<file path="src/rtl/alu_ctrl_stage.sv">
// alu_ctrl_stage: registered ALU control decode with RV32M latency sequencing,
// valid/ready back-pressure and pipeline flush.
module alu_ctrl_stage #(
  parameter int CTRL_W  = 5,
  parameter bit EN_M    = 1'b1,
  parameter int MUL_LAT = 2,
  parameter int DIV_LAT = 32
) (
  input  logic              clk,
  input  logic              rst_n,
  input  logic              in_valid,
  output logic              in_ready,
  input  logic [1:0]        ALUOp,
  input  logic [2:0]        funct3,
  input  logic [6:0]        funct7,
  input  logic              op5,
  input  logic              out_ready,
  input  logic              flush,
  output logic              out_valid,
  output logic [CTRL_W-1:0] ALUControl,
  output logic [1:0]        DataType,
  output logic              MemSigned,
  output logic              illegal,
  output logic              m_busy,
  output logic              mdu_start,
  output logic              mdu_kill
);
  localparam int CW = $clog2(DIV_LAT) + 1;
  localparam logic [CW-1:0] MUL_L = CW'(MUL_LAT - 1);
  localparam logic [CW-1:0] DIV_L = CW'(DIV_LAT - 1);
  localparam logic [6:0] F7_Z = 7'b0000000;
  localparam logic [6:0] F7_S = 7'b0100000;
  localparam logic [6:0] F7_M = 7'b0000001;

  typedef enum logic {IDLE, BUSY} state_t;

  state_t            state_q, state_d;
  logic [CW-1:0]     cnt_q, cnt_d;
  logic              ov_q, ov_d;
  logic [CTRL_W-1:0] ctrl_q, ctrl_d;
  logic [1:0]        dt_q, dt_d;
  logic              ms_q, ms_d;
  logic              ill_q, ill_d;
  logic              start_q, start_d;
  logic              kill_q, kill_d;

  logic [4:0]    code;
  logic [1:0]    dt;
  logic          ms, ill, is_m, acc;
  logic [CW-1:0] lat;

  always_comb begin
    code = 5'd0;
    dt   = 2'b00;
    ms   = 1'b0;
    ill  = 1'b0;
    is_m = 1'b0;
    if (ALUOp == 2'b00) begin
      dt  = funct3[1:0] == 2'b00 ? 2'b01 : funct3[1:0] == 2'b01 ? 2'b10 : 2'b00;
      ms  = ~funct3[2];
      ill = &funct3[1:0];
    end else if (ALUOp == 2'b01) begin
      code = funct3[2:1] == 2'b00 ? 5'd1 : funct3[2:1] == 2'b10 ? 5'd5 : 5'd10;
      ill  = funct3[2:1] == 2'b01;
    end else if (ALUOp == 2'b10) begin
      is_m = EN_M && op5 && funct7 == F7_M;
      ill  = op5 && !(funct7 == F7_Z || funct7 == F7_S || (EN_M && funct7 == F7_M));
      case (funct3)
        3'b000:  code = (op5 && funct7 == F7_S) ? 5'd1 : 5'd0;
        3'b001:  code = 5'd4;
        3'b010:  code = 5'd5;
        3'b011:  code = 5'd10;
        3'b100:  code = 5'd9;
        3'b101:  code = funct7[5] ? 5'd7 : 5'd6;
        3'b110:  code = 5'd3;
        default: code = 5'd2;
      endcase
      if (is_m) code = {2'b10, funct3};
    end else begin
      ill = 1'b1;
    end
    if (ill) begin
      code = 5'd0;
      dt   = 2'b00;
      ms   = 1'b0;
    end
  end

  assign lat      = funct3[2] ? DIV_L : MUL_L;
  assign m_busy   = state_q == BUSY;
  assign in_ready = !m_busy && (!ov_q || out_ready);
  // Flush drops the same-cycle input, so it gates the accept itself.
  assign acc      = in_valid && in_ready && !flush;

  always_ff @(posedge clk or negedge rst_n) begin
    if (!rst_n) begin
      state_q <= IDLE;
      cnt_q   <= '0;
      ov_q    <= 1'b0;
      ctrl_q  <= '0;
      dt_q    <= 2'b00;
      ms_q    <= 1'b0;
      ill_q   <= 1'b0;
      start_q <= 1'b0;
      kill_q  <= 1'b0;
    end else begin
      state_q <= state_d;
      cnt_q   <= cnt_d;
      ov_q    <= ov_d;
      ctrl_q  <= ctrl_d;
      dt_q    <= dt_d;
      ms_q    <= ms_d;
      ill_q   <= ill_d;
      start_q <= start_d;
      kill_q  <= kill_d;
    end
  end

  always_comb begin
    state_d = state_q;
    cnt_d   = cnt_q;
    if (flush) begin
      state_d = IDLE;
      cnt_d   = '0;
    end else if (state_q == BUSY) begin
      if (cnt_q == '0) state_d = IDLE;
      else cnt_d = cnt_q - 1'b1;
    end else if (acc && is_m) begin
      state_d = BUSY;
      cnt_d   = lat;
    end
  end

  always_comb begin
    ov_d    = flush ? 1'b0 : acc ? !is_m : (m_busy && cnt_q == '0) ? 1'b1 : out_ready ? 1'b0 : ov_q;
    ctrl_d  = acc ? CTRL_W'(code) : ctrl_q;
    dt_d    = acc ? dt : dt_q;
    ms_d    = acc ? ms : ms_q;
    ill_d   = acc ? ill : ill_q;
    start_d = acc && is_m;
    kill_d  = flush && m_busy;
  end

  assign out_valid  = ov_q;
  assign ALUControl = ctrl_q;
  assign DataType   = dt_q;
  assign MemSigned  = ms_q;
  assign illegal    = ill_q;
  assign mdu_start  = start_q;
  assign mdu_kill   = kill_q;
endmodule

</file>
<file path="config.mk">
export PLATFORM = sky130hd
export DESIGN_NAME = alu_ctrl_stage
export DESIGN_NICKNAME = d
export VERILOG_FILES = /design/src/rtl/alu_ctrl_stage.sv
export SDC_FILE = /design/constraint.sdc
export NUM_CORES = 1
export LEC_CHECK = 0
export CORE_MARGIN = 3
export CORE_UTILIZATION = 45
export CTS_BUF_LIST = sky130_fd_sc_hd__clkbuf_8
export DETAILED_ROUTE_END_ITERATION = 16
export PLACE_DENSITY = 0.75
export SLEW_MARGIN = 15
export SYNTH_ARGS = -nofsm -noshare
export SYNTH_HDL_FRONTEND = slang
export SYNTH_SLANG_ARGS = --single-unit
export TNS_END_PERCENT = 50
</file>
<file path="constraint.sdc">
create_clock -name clk -period 2.1 [get_ports clk]
set_clock_uncertainty 0.1 [all_clocks]
set_input_delay 0.42 -clock clk [delete_from_list [all_inputs] [get_ports clk]]
set_output_delay 0.42 -clock clk [all_outputs]
set_load 0.05 [all_outputs]
</file>
### Word level (Yosys, flattened, before mapping)

Cells that the tools add are included.

* add/subtract/negate cells: 1
* equal/unequal tests: 14
* mux-type cells: 35
* bitwise gates (word level): 1
* reductions and logical operators: 27

Operators with widths (number)
* $mux W5: 6
* $pmux W4 S7: 1
* $mux W6: 4
* $mux W1: 18
* $eq A3 B3 Y1 const B: 3
* $logic_and A1 B1 Y1: 9
* $mux W2: 4
* $mux W4: 2
* $eq A7 B1 Y1 const B: 1
* $eq A7 B6 Y1 const B: 1
* $logic_not A7 Y1: 1
* $eq A2 B1 Y1 const B: 3
* $eq A3 B2 Y1 const B: 2
* $logic_not A2 Y1: 3
* $logic_not A6 Y1: 1
* $sub A6 B1 Y6 const B: 1
* $logic_not A1 Y1: 5
* $eq A2 B2 Y1 const B: 2
* $reduce_and A2 Y1: 2
* $reduce_bool A4 Y1: 1
* $eq A3 B1 Y1 const B: 1
* $logic_not A3 Y1: 1
* $logic_or A1 B1 Y1: 3
* $ne A3 B3 Y1 const B: 1
* 2 further kinds: 2

* flip-flop bits (word level): 19
* input bits: 18
* output and inout bits: 14
* logic and storage cells: 87

### Logic depth before layout (Yosys ltp)

* depth after elaboration: 9
* gate-level depth with buffers: 6
* depth with buffers taken out: 6

### Worst setup path after synthesis

Ideal clock, no wire load.

* path kind: reg-to-output
* from: register state_q, in the netlist m_busy
* to: output port in_ready
* data arrival time: 1.663 ns
* slack: -0.083 ns
* stages on the path, launching flop included: 4
* path buffers: 2
* cell sequence: dfrtp_1 > clkbuf_2 > clkbuf_1 > nor2_1

* cells in the longest elaborated chain, start to end: 2

RTL lines
* start: declaration: RTL line 37 `state_t state_q, state_d;`
* start signal: assignment: RTL line 107 `state_q <= state_d;`
* $logic_not A1 Y1: RTL line 91 `assign in_ready = !m_busy && (!ov_q || out_ready);`
* $logic_and A1 B1 Y1: RTL line 91
* end: declaration: RTL line 12 `output logic in_ready,`

No other way between the ends.

### Final worst setup path

* from: input port out_ready
* to: output port in_ready

* cells in the longest elaborated chain, start to end: 2

RTL lines
* start: declaration: RTL line 17 `input logic out_ready,`
* $logic_or A1 B1 Y1: RTL line 91
* $logic_and A1 B1 Y1: RTL line 91

No other way between the ends.

==> flow_metrics.env <==
export IMPL_outcome="completed"
export IMPL_synth_area_um2=1230
export IMPL_overflow=0
export IMPL_die_h_um=58.4
export IMPL_r2r_end="cnt_q[1]"
export IMPL_wl_um=3270
export IMPL_detailed_place_hpwl_um=2520
export IMPL_num_antenna_cells=0
export IMPL_arrival_ns=1.47
export IMPL_dieArea_um2=3410
export IMPL_first_pass_iters=4
export IMPL_power_total_mw=0.900
export IMPL_setup_tns_ns=0
export IMPL_slew_viol_final=0
export IMPL_period_share_pct=94.6
export IMPL_drt_wirelength_per_cell_um=15.4
export IMPL_tritoncts="built"
export IMPL_holdPathEnd="ALUControl[4]"
export IMPL_relSlewSlack_pct=65.3
export IMPL_clockBufferDepth=2
export IMPL_critPathLaunchType="input pin"
export IMPL_start_util_pct=48.5
export IMPL_postRouteAntennaNets=0
export IMPL_leakagePower_nw=0.798
export IMPL_areaGrowthSynthToFinish_pct=47.0
export IMPL_grt_pass1_vias=1186
export IMPL_dpl_cell_area_um2=1730
export IMPL_crit_required_ns=1.58
export IMPL_reg2regPathDepth=7
export IMPL_port_buffers=31
export IMPL_hold_viol_final=0
export IMPL_cp_top_family="buffers and inverters"
export IMPL_synth_seq_cells=19
export IMPL_core_region_area_um2=2540
export IMPL_postSynthCellCount=132
export IMPL_num_vias=1236
export IMPL_root_buffer="clkbuf_8"
export IMPL_cts_htree_levels=1
export IMPL_yosysSeqAreaShare_pct=38.5
export IMPL_drc=0
export IMPL_power_density_nw_per_um2=496
export IMPL_drive_gt1_share_pct=24.2
export IMPL_fin_area_um2=1820
export IMPL_synthTopCellsByArea="dfrtp_1 39%, o21ai_0 4.5%, nor2_1 2.7%"
export IMPL_nets=203
export IMPL_synth_edf_count=0
export IMPL_vdd_drop_max_uv=396
export IMPL_whs_path_depth=1
export IMPL_period_needed_ns=1.99
export IMPL_ctsHoldBuffers=0
export IMPL_ios=32
export IMPL_critPathSlowestCell="clkdlybuf4s50_1"
export IMPL_crit_chain="clkdlybuf4s50_1 > nor2b_1 > nor2_2 > buf_4"
export IMPL_cts_buffers=3
export IMPL_synth_area_leader_cell="dfrtp_1"
export IMPL_worst_path_largest_cell_delay_ns=0.41
export IMPL_numClockSinks=19
export IMPL_ys_async_sr_fraction_pct=100
export IMPL_grt_start_max_net_pins=20
export IMPL_cp_depth=4
export IMPL_num_rows=18
export IMPL_endpoint_kind="output port"
export IMPL_crit_type="in -> out"
export IMPL_drt_iter0_drc=34
export IMPL_r2r_slack_ns=0.24
export IMPL_antenna_found_initial=0
export IMPL_yosysTopAreaCellShare_pct=38.5
export IMPL_rsz0062_at_grt="false"
export IMPL_worst_path_max_fanout=5
export IMPL_timing_max_cap_violations=0
export IMPL_fillCellCount=196
export IMPL_hp_class="reg -> reg"
export IMPL_worst_pin_slew_ns=0.519
export IMPL_synth_avg_cell_area_um2=9.36
export IMPL_hp_start="ALUControl[4]"
export IMPL_grt_pass1_wl_um=5350
export IMPL_grtUsageTotal_pct=20.4
export IMPL_max_freq_ghz=0.504
export IMPL_r2r_start="cnt_q[0]"
export IMPL_finalSetupViolations=0
export IMPL_floorplan_die_width_um=58.4
export IMPL_yosys_cell_types_count=50
export IMPL_gp_congestion=0.852
export IMPL_dp_cells=207
export IMPL_yosysWarnings=0
export IMPL_syn_num_nets=152
export IMPL_via_per_inst=5.83
export IMPL_final_cells=212
export IMPL_clock_latency_ns=0.26
export IMPL_path_buf_inv=2
export IMPL_clk_pin_slew_worst_paths_ns=0.07
export IMPL_synth_ff_type="dfrtp_1"
==> cell families (layout without fill, tap and decap cells) <==
group / Yosys count / after routing / synth area share [%]
AOI/OAI and AO/OA: 42 / 42 / 24.5
adders and majority gates: 3 / 3 / 2.84
DFF: 19 / 19 / 38.5
muxes: 1 / 1 / 0.912
buffers and inverters: 12 / 62 / 3.75
xor gates and xnor gates: 1 / 1 / 0.709
and+or+nand+nor: 54 / 54 / 28.8
==> worst max path at each step <==
| stage | end | start | slack (ns) |
|---|---|---|---|
| 2_1_floorplan | in_ready | m_busy | 0.13 |
| 3_3_place_gp | cnt_q[2] | funct7[3] | -0.26 |
| 3_5_place_dp | cnt_q[2] | funct7[3] | -0.28 |
| 4_1_cts | cnt_q[2] | funct7[4] | 0.001 |
| 5_1_grt | ALUControl[0] | funct7[0] | 0.06 |
| 6_report | in_ready | out_ready | 0.11 |
==> cells in the mapped netlist (all sizes together), types with 2 or more instances <==
cell type,number
o211ai,3
nor2,9
nand4b,2
clkbuf,9
o21ai,11
nor4b,2
ha,2
dfrtp,19
nand3b,2
a31oi,4
nand4,2
nor2b,4
nand2,7
nand2b,5
o41ai,3
inv,3
nor3,4
a311oi,2
o311a,2
a21o,2
or3,3
or4,4
a21oi,6
nor4,3
==> through the flow <==
stage	util (%)	hold slack (ns)	setup slack, ns
floorplan	-	0.0244	0.131
global placement	68.0	0.360	-0.261
detailed placement	68.0	0.370	-0.282
CTS	70.4	0.387	0.00115
global route	71.3	0.412	0.0577
finish	71.3	0.385	0.114
==> where the power goes <==
part           internal, mW  leakage, nW  total (mW)  switching (mW)
logic                 0.108        0.513       0.256           0.148
registers             0.384        0.258       0.394          0.0106
clock network         0.130       0.0269       0.250           0.120
total                 0.622        0.798       0.900           0.278
==> flip-flops by register name, summed over array words and instances (netlist names) <==
signal / cells
cnt_q: 6
ALUControl: 5
DataType: 2
MemSigned: 1
illegal: 1
m_busy: 1
mdu_kill: 1
mdu_start: 1
out_valid: 1
==> final cells by class <==
class / instances / area, µm² / share of cell area (%)
Clock buffer: 3 / 41.3 / 2.27
Clock inverter: 1 / 3.75 / 0.207
Inverter: 3 / 11.3 / 0.620
Multi-Input combinational cell: 101 / 746 / 41.1
Sequential cell: 19 / 475 / 26.2
Tap cell: 30 / 37.5 / 2.07
Timing Repair Buffer: 55 / 500 / 27.6
==> placed cells by master, fill, tap and decap left out, types with 2 or more instances in the layout <==
cell,Yosys,routed
o211ai_1,3,3
dlygate4sd2_1,0,2
nor2_1,9,8
nor3_1,2,2
nor4b_2,0,2
a21o_1,2,2
or4_1,3,3
nor2b_1,4,4
nand2b_1,5,5
inv_1,3,4
dfrtp_1,19,19
o41ai_2,1,2
ha_1,2,2
a21oi_1,5,5
nand4_1,2,2
o21ai_0,11,11
a31oi_1,4,4
o311a_1,2,2
or3_1,3,3
nand3b_1,2,2
nor4_1,2,2
nand2_1,7,7
clkbuf_8,0,3
buf_4,0,25
dlymetal6s2s_1,0,2
clkdlybuf4s50_1,0,25
nand4b_1,2,2
a311oi_1,2,2
==> metal layers <==
layer,up-vias,track usage [%],wire (µm)
met1,578,28.0,1510
met4,0,5.96,42
met5,-,0,0
met3,4,3.29,182
li1,611,-,-
met2,43,33.0,1530
==> timing repair <==
item | CTS | global route
pin swaps | 3 | 5
setup endpoints to repair | 1 | 10
endpoints found under the hold margin | 0 | 0
gates resized for setup | 4 | 5
setup buffers | 1 | 0
No activity file was read; power rests on OpenSTA's default activity.
